**src/rtl/hit_storage_pkg.sv**
```systemverilog
// Shared widths, HCM field positions and reader state encoding for the hit storage
// writer/reader pair.
package hit_storage_pkg;

    localparam int SSID_BITS      = 10;
    localparam int COL_INDEX_BITS = 5;
    localparam int HIT_INFO_BITS  = 8;
    localparam int MAX_HITS       = 4;
    localparam int HIM_ADDR_BITS  = 8;
    localparam int HIT_COUNT_BITS = 3;

    localparam int NCOLS_HNM     = 2 ** COL_INDEX_BITS;
    localparam int HNM_ROW_BITS  = SSID_BITS - COL_INDEX_BITS;
    localparam int HCM_WORD_BITS = HIM_ADDR_BITS + HIT_COUNT_BITS;
    localparam int HIM_WORD_BITS = MAX_HITS * HIT_INFO_BITS;
    localparam int SLOT_BITS     = (MAX_HITS > 1) ? $clog2(MAX_HITS) : 1;

    // HCM word layout: {him_addr, hit_count}
    localparam int HCM_COUNT_LSB = 0;
    localparam int HCM_COUNT_MSB = HCM_COUNT_LSB + HIT_COUNT_BITS - 1;
    localparam int HCM_ADDR_LSB  = HIT_COUNT_BITS;
    localparam int HCM_ADDR_MSB  = HCM_WORD_BITS - 1;

    typedef enum logic [2:0] {
        ST_IDLE     = 3'd0,
        ST_WAIT_A   = 3'd1,
        ST_CHECK    = 3'd2,
        ST_WAIT_HIM = 3'd3,
        ST_LOAD_HIM = 3'd4,
        ST_STREAM   = 3'd5
    } reader_state_e;

    function automatic logic [HIT_INFO_BITS-1:0] slot_word(
        input logic [HIM_WORD_BITS-1:0] row,
        input logic [SLOT_BITS-1:0]     idx
    );
        return row[int'(idx)*HIT_INFO_BITS +: HIT_INFO_BITS];
    endfunction

endpackage

```
**src/rtl/hit_retrieval_reader_unpacker.sv**
```systemverilog
// Serialises one HIM row, oldest slot (n-1) first down to slot 0, over valid/ready.
module hit_row_unpacker
    import hit_storage_pkg::*;
(
    input  logic                      clock,
    input  logic                      reset,
    input  logic                      flush,
    input  logic                      load,
    input  logic [HIM_WORD_BITS-1:0]  load_row,
    input  logic [HIT_COUNT_BITS-1:0] load_count,
    input  logic                      out_ready,
    output logic                      out_valid,
    output logic [HIT_INFO_BITS-1:0]  out_hit_info,
    output logic                      out_last
);

    logic [HIM_WORD_BITS-1:0] row_r;
    logic [SLOT_BITS-1:0]     slot_r;
    logic [SLOT_BITS-1:0]     first_slot_s;
    logic [SLOT_BITS-1:0]     next_slot_s;
    logic [HIT_INFO_BITS-1:0] info_r;
    logic                     valid_r;
    logic                     last_r;

    // load_count is never 0 here; the reader treats a zero count as a miss
    assign first_slot_s = SLOT_BITS'(load_count - HIT_COUNT_BITS'(1));
    assign next_slot_s  = slot_r - SLOT_BITS'(1);

    // Row/slot register: load points at the oldest slot, each handshake steps toward slot 0
    always_ff @(posedge clock) begin
        if (reset || flush) begin
            row_r   <= {HIM_WORD_BITS{1'b0}};
            slot_r  <= {SLOT_BITS{1'b0}};
            info_r  <= {HIT_INFO_BITS{1'b0}};
            valid_r <= 1'b0;
            last_r  <= 1'b0;
        end else if (load) begin
            row_r   <= load_row;
            slot_r  <= first_slot_s;
            info_r  <= slot_word(load_row, first_slot_s);
            valid_r <= 1'b1;
            last_r  <= (load_count == HIT_COUNT_BITS'(1));
        end else if (valid_r && out_ready) begin
            if (last_r) begin
                valid_r <= 1'b0;
                last_r  <= 1'b0;
            end else begin
                slot_r  <= next_slot_s;
                info_r  <= slot_word(row_r, next_slot_s);
                last_r  <= (slot_r == SLOT_BITS'(1));
            end
        end
    end

    assign out_valid    = valid_r;
    assign out_hit_info = info_r;
    assign out_last     = last_r;

endmodule

```
**src/rtl/hit_retrieval_reader.sv**
```systemverilog
// Looks up a query SSID in HNM, then HCM and HIM, and streams the stored hit-info
// words oldest-first to track fitting.
module hit_retrieval_reader
    import hit_storage_pkg::*;
(
    input  logic                      clock,
    input  logic                      reset,
    input  logic                      clear_memory,
    input  logic                      storage_ready,
    input  logic                      query_valid,
    output logic                      query_ready,
    input  logic [SSID_BITS-1:0]      query_ssid,
    output logic [HNM_ROW_BITS-1:0]   hnm_addr,
    input  logic [NCOLS_HNM-1:0]      hnm_rd_data,
    output logic [SSID_BITS-1:0]      hcm_addr,
    input  logic [HCM_WORD_BITS-1:0]  hcm_rd_data,
    output logic [HIM_ADDR_BITS-1:0]  him_addr,
    input  logic [HIM_WORD_BITS-1:0]  him_rd_data,
    output logic                      out_valid,
    input  logic                      out_ready,
    output logic [HIT_INFO_BITS-1:0]  out_hit_info,
    output logic                      out_last,
    output logic                      query_done,
    output logic [HIT_COUNT_BITS-1:0] query_count,
    output logic                      query_overflow,
    output logic                      query_aborted
);

    reader_state_e state_r, state_next_s;

    logic [COL_INDEX_BITS-1:0] col_r, col_next_s;
    logic [HNM_ROW_BITS-1:0]   hnm_addr_r, hnm_addr_next_s;
    logic [SSID_BITS-1:0]      hcm_addr_r, hcm_addr_next_s;
    logic [HIM_ADDR_BITS-1:0]  him_addr_r, him_addr_next_s;
    logic [HIT_COUNT_BITS-1:0] count_r, count_next_s;
    logic [HIT_COUNT_BITS-1:0] done_count_r, done_count_next_s;
    logic done_r, done_next_s, aborted_r, aborted_next_s, overflow_r, overflow_next_s;

    logic [HIT_COUNT_BITS-1:0] hcm_count_s, load_n_s;
    logic [HIM_ADDR_BITS-1:0]  hcm_him_addr_s;
    logic idle_s, accept_s, abort_s, hit_s, load_s, flush_s, last_fire_s;
    logic beat_valid_s, beat_last_s;

    assign idle_s         = (state_r == ST_IDLE);
    assign query_ready    = idle_s & storage_ready & ~clear_memory;
    assign accept_s       = query_ready & query_valid;
    assign abort_s        = ~idle_s & clear_memory;
    assign hcm_count_s    = hcm_rd_data[HCM_COUNT_MSB:HCM_COUNT_LSB];
    assign hcm_him_addr_s = hcm_rd_data[HCM_ADDR_MSB:HCM_ADDR_LSB];
    // A set HNM bit with a zero count carries nothing to stream
    assign hit_s          = hnm_rd_data[col_r] & (hcm_count_s != {HIT_COUNT_BITS{1'b0}});
    assign load_n_s       = (count_r > HIT_COUNT_BITS'(MAX_HITS)) ? HIT_COUNT_BITS'(MAX_HITS) : count_r;
    assign last_fire_s    = beat_valid_s & out_ready & beat_last_s;

    // State register
    always_ff @(posedge clock) begin
        if (reset) begin
            state_r <= ST_IDLE;
        end else begin
            state_r <= state_next_s;
        end
    end

    // Next-state logic; clear_memory overrides every non-idle transition
    always_comb begin
        state_next_s = state_r;
        if (abort_s) begin
            state_next_s = ST_IDLE;
        end else begin
            case (state_r)
                ST_IDLE:     state_next_s = accept_s ? ST_WAIT_A : ST_IDLE;
                ST_WAIT_A:   state_next_s = ST_CHECK;
                ST_CHECK:    state_next_s = hit_s ? ST_WAIT_HIM : ST_IDLE;
                ST_WAIT_HIM: state_next_s = ST_LOAD_HIM;
                ST_LOAD_HIM: state_next_s = ST_STREAM;
                ST_STREAM:   state_next_s = last_fire_s ? ST_IDLE : ST_STREAM;
                default:     state_next_s = ST_IDLE;
            endcase
        end
    end

    // Next values of the registered outputs and datapath registers
    always_comb begin
        col_next_s        = col_r;
        hnm_addr_next_s   = hnm_addr_r;
        hcm_addr_next_s   = hcm_addr_r;
        him_addr_next_s   = him_addr_r;
        count_next_s      = count_r;
        done_next_s       = 1'b0;
        done_count_next_s = {HIT_COUNT_BITS{1'b0}};
        aborted_next_s    = 1'b0;
        overflow_next_s   = 1'b0;
        load_s            = 1'b0;
        flush_s           = 1'b0;
        if (abort_s) begin
            done_next_s    = 1'b1;
            aborted_next_s = 1'b1;
            flush_s        = 1'b1;
        end else begin
            case (state_r)
                ST_IDLE: begin
                    if (accept_s) begin
                        col_next_s      = query_ssid[COL_INDEX_BITS-1:0];
                        hnm_addr_next_s = query_ssid[SSID_BITS-1:COL_INDEX_BITS];
                        hcm_addr_next_s = query_ssid;
                    end else begin
                        col_next_s = col_r;
                    end
                end
                ST_CHECK: begin
                    if (hit_s) begin
                        count_next_s    = hcm_count_s;
                        him_addr_next_s = hcm_him_addr_s;
                    end else begin
                        done_next_s = 1'b1;
                    end
                end
                ST_LOAD_HIM: begin
                    load_s          = 1'b1;
                    overflow_next_s = (count_r > HIT_COUNT_BITS'(MAX_HITS));
                end
                ST_STREAM: begin
                    if (last_fire_s) begin
                        done_next_s       = 1'b1;
                        done_count_next_s = count_r;
                    end else begin
                        done_next_s = 1'b0;
                    end
                end
                default: begin
                    done_next_s = 1'b0;
                end
            endcase
        end
    end

    // Datapath and status registers
    always_ff @(posedge clock) begin
        if (reset) begin
            col_r        <= {COL_INDEX_BITS{1'b0}};
            hnm_addr_r   <= {HNM_ROW_BITS{1'b0}};
            hcm_addr_r   <= {SSID_BITS{1'b0}};
            him_addr_r   <= {HIM_ADDR_BITS{1'b0}};
            count_r      <= {HIT_COUNT_BITS{1'b0}};
            done_r       <= 1'b0;
            done_count_r <= {HIT_COUNT_BITS{1'b0}};
            aborted_r    <= 1'b0;
            overflow_r   <= 1'b0;
        end else begin
            col_r        <= col_next_s;
            hnm_addr_r   <= hnm_addr_next_s;
            hcm_addr_r   <= hcm_addr_next_s;
            him_addr_r   <= him_addr_next_s;
            count_r      <= count_next_s;
            done_r       <= done_next_s;
            done_count_r <= done_count_next_s;
            aborted_r    <= aborted_next_s;
            overflow_r   <= overflow_next_s;
        end
    end

    hit_row_unpacker u_unpacker (
        .clock        (clock),
        .reset        (reset),
        .flush        (flush_s),
        .load         (load_s),
        .load_row     (him_rd_data),
        .load_count   (load_n_s),
        .out_ready    (out_ready),
        .out_valid    (beat_valid_s),
        .out_hit_info (out_hit_info),
        .out_last     (beat_last_s)
    );

    assign out_valid      = beat_valid_s;
    assign out_last       = beat_last_s;
    assign hnm_addr       = hnm_addr_r;
    assign hcm_addr       = hcm_addr_r;
    assign him_addr       = him_addr_r;
    assign query_done     = done_r;
    assign query_count    = done_count_r;
    assign query_aborted  = aborted_r;
    assign query_overflow = overflow_r;

endmodule

```
**config.mk**
```make
export PLATFORM = sky130hd
export DESIGN_NAME = hit_retrieval_reader
export DESIGN_NICKNAME = d
export VERILOG_FILES = /design/src/rtl/hit_storage_pkg.sv /design/src/rtl/hit_retrieval_reader_unpacker.sv /design/src/rtl/hit_retrieval_reader.sv
export SDC_FILE = /design/constraint.sdc
export NUM_CORES = 1
export LEC_CHECK = 0
export ABC_CLOCK_PERIOD_IN_PS = 2200
export CORE_UTILIZATION = 41
export CTS_CLUSTER_DIAMETER = 200
export DETAILED_ROUTE_END_ITERATION = 10
export PLACE_DENSITY = 0.77
export SLEW_MARGIN = 0
export SYNTH_ARGS = -nofsm -noshare
export SYNTH_HDL_FRONTEND = slang
export SYNTH_SLANG_ARGS = --single-unit
```
**constraint.sdc**
```tcl
create_clock -name clock -period 2.2 [get_ports clock]
set_clock_uncertainty 0.15 [all_clocks]
set_input_delay 0.66 -clock clock [delete_from_list [all_inputs] [get_ports clock]]
set_output_delay 0.66 -clock clock [all_outputs]
set_load 0.05 [all_outputs]
```
==> Word level (Yosys, flattened, before mapping) <==
Cells that the tools add are included.
{ "classes": {"n_reduce_logical": 13, "eq_ne": 8, "shift": 2, "mux": 26, "magnitude_cmp": 2, "n_addsub": 2, "n_bitwise": 13} }
{ "ops": {"columns": ["cell", "count"], "rows": [
  ["$shiftx 32x6->8", 2],
  ["$mux 8", 3],
  ["$pmux 3 s6", 1],
  ["$mux 1", 14],
  ["$mux 2", 4],
  ["$and 1x1->1", 7],
  ["$eq 3x1->1 const B", 2],
  ["$eq 3x2->1 const B", 2],
  ["$eq 3x3->1 const B", 2],
  ["$lt 5x6->1 const B", 1],
  ["$mux 3", 2],
  ["$not 1->1", 6],
  ["$reduce_and 3->1", 2],
  ["$bmux 1 s5", 1],
  ["$reduce_and 2->1", 2],
  ["$reduce_bool 2->1", 2],
  ["$reduce_or 4->1", 1],
  ["$sub 2x1->2 const B", 2],
  ["$gt 3x3->1 const B", 1],
  ["$logic_not 3->1", 1],
  ["$reduce_bool 3->1", 1],
  ["$reduce_or 3->1", 1],
  ["$eq 2x1->1 const B", 1],
  ["$ne 2x2->1 const B", 1],
  ["4 further kinds", 4]
]} }
{ "totals": {"in_bits": 91, "wordCells": 81, "regBits": 84} }

==> Logic depth before layout (Yosys ltp) <==
{ "depth": {"depth_word": 6, "depth_mapped": 8, "mapped_depth_nobuf": 7} }

==> By module <==
A second synthesis with hierarchy kept.
{ "unflattened": {"cells_unflattened": 363, "hier_area_um2": 3838.7} }
{ "modules_own_cells": {"columns": ["module", "cells_each", "n_inst", "area_each_um2"], "rows": [
  ["hit_row_unpacker", 202, 1, 2209.6],
  ["hit_retrieval_reader", 161, 1, 1629.1]
]} }

==> Worst setup path after synthesis <==
Ideal clock, no wire load.
{ "synth_path": {"path_type": "flip-flop to flip-flop", "from": "reg col_r[1]", "to": "reg count_r[1]", "period_less_slack_ns": 2.620, "arrival_time_ns": 2.398, "setup_ns": 0.072, "stages_incl_launch_ff": 9, "setup_slack_ns": -0.420, "n_path_buf": 3, "path_cell_list": "dfxtp_1 buf_6 buf_12 mux2i_1 mux4_2 a22o_1 nor4_4 buf_6 mux2i_1"} }
{ "synth_via": {"elab_chain_len": 4} }
{ "synth_rtl": {"columns": ["item", "line", "text"], "rows": [
  ["from (decl)", "hit_retrieval_reader.sv:31", "logic [COL_INDEX_BITS-1:0] col_r, col_next_s;"],
  ["from (signal assigned)", "hit_retrieval_reader.sv:140", "col_r <= {COL_INDEX_BITS{1'b0}};"],
  ["from (signal assigned)", "hit_retrieval_reader.sv:150", "col_r <= col_next_s;"],
  ["$bmux 1 s5", "hit_retrieval_reader.sv:51", "assign hit_s = hnm_rd_data[col_r] & (hcm_count_s != {HIT_COUNT_BITS{1'b0}});"],
  ["$mux 1 (implied by the code)", "hit_retrieval_reader.sv:51", null],
  ["$and 1x1->1", "hit_retrieval_reader.sv:51", null],
  ["$reduce_and 3->1 (no source line)", null, null],
  ["to (signal assigned)", "hit_retrieval_reader.sv:144", "count_r <= {HIT_COUNT_BITS{1'b0}};"],
  ["to (signal assigned)", "hit_retrieval_reader.sv:154", "count_r <= count_next_s;"],
  ["to (decl)", "hit_retrieval_reader.sv:35", "logic [HIT_COUNT_BITS-1:0] count_r, count_next_s;"]
]} }
Every way passes these cells. The select of a mux whose other input is x is not followed.
A chain may end at the register's enable or synchronous reset.

==> Worst setup path in the final report <==
{ "layout_path": {"from": "reg col_r[1]", "to": "reg count_r[0]"} }
The elaborated chain is that of the path after synthesis.

==> reports/results.md <==
Outcome
* run status: finished, violations left
* failing checks: negative setup slack

Pwr
* Worst VDD drop: 320 uV
* total power per unit cell area: 533 nW/um^2
* internal power of the cells: 2.16 mW
* Leakage: 2.15 nW
* Switching Fraction: 0.247
* combinational fraction of design power: 0.145
* proportion of power drawn by the clock network: 0.380
* post-route total power: 2.87 mW
* sequential fraction of design power: 0.475
* Psw: 0.709 mW

Min path
* WHS Path Cells: 2
* classification of the worst-slack hold path: reg -> reg
* Min-Delay Endpoint: u_unpacker.row_r[3]$_SDFFE_PP0P_
* start point of the worst min-delay path: u_unpacker.row_r[3]$_SDFFE_PP0P_

STA
* Fin. Hold Viols: 0
* final critical-path setup slack: -0.197 ns
* setup violators final: 13
* unrepaired setup endpoints after global routing: yes
* max-slew headroom at the worst pin: 0.594
* Worst Tran Pin Value: 0.604 ns
* final period demand of the worst path: 2.40 ns
* number of pins with negative max-slew slack in the final report: 0
* accumulated negative setup slack: -1.94 ns
* fraction of the cycle the final worst path needs: 1.09
* Highest Clock Rate: 417 MHz

Floorplanning
* horizontal extent of the die: 95.9 um
* number of rows in the core area: 33
* starting density of the core: 0.432
* number of top-level design ports: 131
* Core ar.: 8380 um^2
* die outline area: 9200 um^2
* Vert. Die Dim: 95.9 um

Synthesis
* EDFF count, synth: 0
* prevailing post-synth register cell: dfxtp_1
* number of warnings reported in the yosys synthesis log: 0
* leading post-synthesis cells by cell area: dfxtp_1 41%, mux2i_1 13%, mux4_2 12%
* FF+latch count, synth: 74
* Post-Synthesis Cells: 378
* post-synthesis cell type count: 35
* top-area cell type share of the netlist area: 0.410
* most common library cells after synthesis: 74 x dfxtp_1, 71 x nand2_1, 46 x mux2i_1, 35 x a21oi_1, 27 x nand2b_1
* sequential fraction of the synthesis area: 0.410
* async set or reset register ratio after synthesis: 0
* top cell type by total area after synthesis: dfxtp_1
* most used standard cell by instance count after synthesis: dfxtp_1
* cell area after synthesis: 3620 um^2
* Avg Cell Area, Syn: 9.57 um^2
* syn nets: 471

CTS
* cts-stage hold buffer count: 0
* Max clock buf depth: 2
* number of buffers created by CTS: 9
* Clock Root Buffer: clkbuf_8
* Clock Sink Count: 74
* post-CTS clock slew at the launch and capture registers of the worst setup and hold paths: 0.09 ns
* H-tree depth: 3
* clock tree from TritonCTS: done
* clock network latency to the later pin of the worst-skew pair: 0.34 ns

Worst setup path
* capturing element type of the critical path: flop
* Worst R2R Path Depth: 9
* biggest fanout along the worst timing path: 7
* critical path arrival: 2.52 ns
* Crit Path Category: reg -> reg
* setup slack of the worst register-to-register path: -0.20 ns
* Critical R2R Capture: count_r[0]$_SDFFE_PP0P_
* crit start category: flop
* data required time at the worst endpoint: 2.32 ns
* startpoint of the worst-slack reg-to-reg timing path: col_r[1]$_SDFFE_PP0P_

Routing
* Vias: 3,268
* remaining number of nets flagged by the antenna check after routing: 0
* Initial DRC Count: 91
* Routed Wire Length: 9290 um
* DR pass1 iterations: 4
* Routed wire per std cell: 14.7 um
* DRC: 0
* number of vias per cell: 5.16

Global route
* number of global-route vias before repair: 3,165
* maximum number of pins on one net before global-route repair: 45
* GRT Total Usage: 0.210
* GR Overflow Total: 0
* number of antenna violations at the first check in global routing: 0
* global-route wire length before repair: 14,800 um

Run
* max-cap violation count: 0

Cells and area
* number of inserted filler cells in the final layout: 678
* Antenna Cells: 0
* utilization after layout: 0.641
* area taken by flip-flops and latches: 1490 um^2
* proportion of layout cells with a drive suffix above 1: 0.231
* Area Growth Syn to Fin: 48.6%
* multi-input combinational cell area: 1980 um^2
* nets: 616

Place
* dpl ws: -0.631 ns
* HPWL reported at the end of detailed placement: 6680 um
* number of buffer cells added on primary ports: 130
* placer congestion estimate: 0.763

layout make-up:
class / instances / share of cell area
multi-input combinational: 269 / 0.368
timing repair buffer: 166 / 0.290
sequential: 74 / 0.277
clock buffer: 11 / 0.0263
tap: 105 / 0.0244
clock inverter: 5 / 0.0116
inverter: 3 / 0.00210
routing by layer:
metal	vias to the layer above	global-route usage	part of all wire
li1	1611	-	-
met5	-	0	0
met1	1557	0.254	0.42
met3	17	0.0316	0.042
met2	83	0.371	0.52
met4	0	0.0871	0.022
worst max-delay path, cell delays in order, from the launching register on:
cell       delay [ns]
dfxtp_4          0.36
buf_12           0.14
buf_6            0.11
mux2i_1          0.12
mux4_2           0.47
a22o_4           0.28
nor4_4           0.23
buf_4            0.17
clkbuf_16        0.13
mux2i_1          0.17
worst max-delay path by stage:
stage | from | to | slack (ns) | cells past startpoint
3_3_place_gp | hnm_rd_data[15] | count_r[1]$_SDFFE_PP0P_ | -0.58 | 7
4_1_cts | col_r[1]$_SDFFE_PP0P_ | him_addr[5]$_SDFFE_PP0P_ | -0.25 | 7
6_report | col_r[1]$_SDFFE_PP0P_ | count_r[0]$_SDFFE_PP0P_ | -0.20 | 9
5_1_grt | col_r[1]$_SDFFE_PP0P_ | him_addr[7]$_SDFFE_PP0P_ | -0.31 | 9
3_5_place_dp | hnm_rd_data[15] | him_addr[1]$_SDFFE_PP0P_ | -0.63 | 7
2_1_floorplan | col_r[1]$_SDFFE_PP0P_ | state_r[1]$_SDFF_PP0_ | -0.15 | 7
metrics by stage:
step,area (um^2),hold slack [ns],cells
after floorplan,3630,0.283,378
final,5370,0.306,633
after global routing,5370,0.329,633
after detailed placement,5070,0.293,606
after CTS,5330,0.305,630
after global placement,5070,0.289,606
repair_timing:
action                                 in CTS  in global routing
pin swaps                                   5                  6
setup buffers                               7                  4
setup endpoints to repair                  15                 14
endpoints found under the hold margin       0                  0
gates cloned                                1                  0
gates resized for setup                    40                  9
power groups by stage:
stage                     sequential, mW  combinational [mW]  clock (mW)
after CTS                           1.36               0.404        1.11
final                               1.36               0.415        1.09
after global routing                1.36               0.439        1.18
after detailed placement            1.40               0.407           0
after global placement              1.40               0.402           0
after floorplan                     1.42               0.147           0
cell usage in the layout, fill, tap and decap left out, types with 2 or more instances in the layout:
| cell type | count |
|---|---|
| buf_4 | 61 |
| clkinvlp_4 | 2 |
| inv_1 | 3 |
| and2_1 | 4 |
| o31ai_1 | 2 |
| o21ai_0 | 2 |
| a31oi_1 | 3 |
| buf_12 | 7 |
| clkdlybuf4s50_1 | 56 |
| dfxtp_1 | 72 |
| nand2_1 | 71 |
| dfxtp_4 | 2 |
| a211oi_1 | 10 |
| mux4_2 | 20 |
| a21oi_1 | 35 |
| nor2b_1 | 2 |
| clkbuf_8 | 10 |
| buf_6 | 6 |
| dlygate4sd2_1 | 33 |
| nand2b_1 | 26 |
| mux2i_1 | 46 |
| nor2_1 | 26 |
| ha_1 | 2 |
| nor3_1 | 3 |
flip-flops by register name, indices dropped and copies added, names as in the netlist:
name / cells
col_r: 4
count_r: 3
hcm_addr: 1
him_addr: 8
hnm_addr: 5
query_aborted: 1
query_count: 3
query_done: 1
query_overflow: 1
state_r: 3
u_unpacker.out_hit_info: 8
u_unpacker.out_last: 1
u_unpacker.out_valid: 1
u_unpacker.row_r: 32
u_unpacker.slot_r: 2
logic make-up (layout without fill, tap and decap cells):
kind of cell             count (synthesis)  after routing  synth area share
adder cells (fa/ha/maj)                  2              2           0.00692
XOR/XNOR                                 1              1           0.00242
buffers and inverters                   35            185            0.0502
multiplexers                            66             66             0.252
AO/OA/AOI/OAI                           56             56            0.0917
AND/OR/NAND/NOR                        144            144             0.187
flip-flops                              74             74             0.410
No activity file was read; power rests on OpenSTA's default activity.
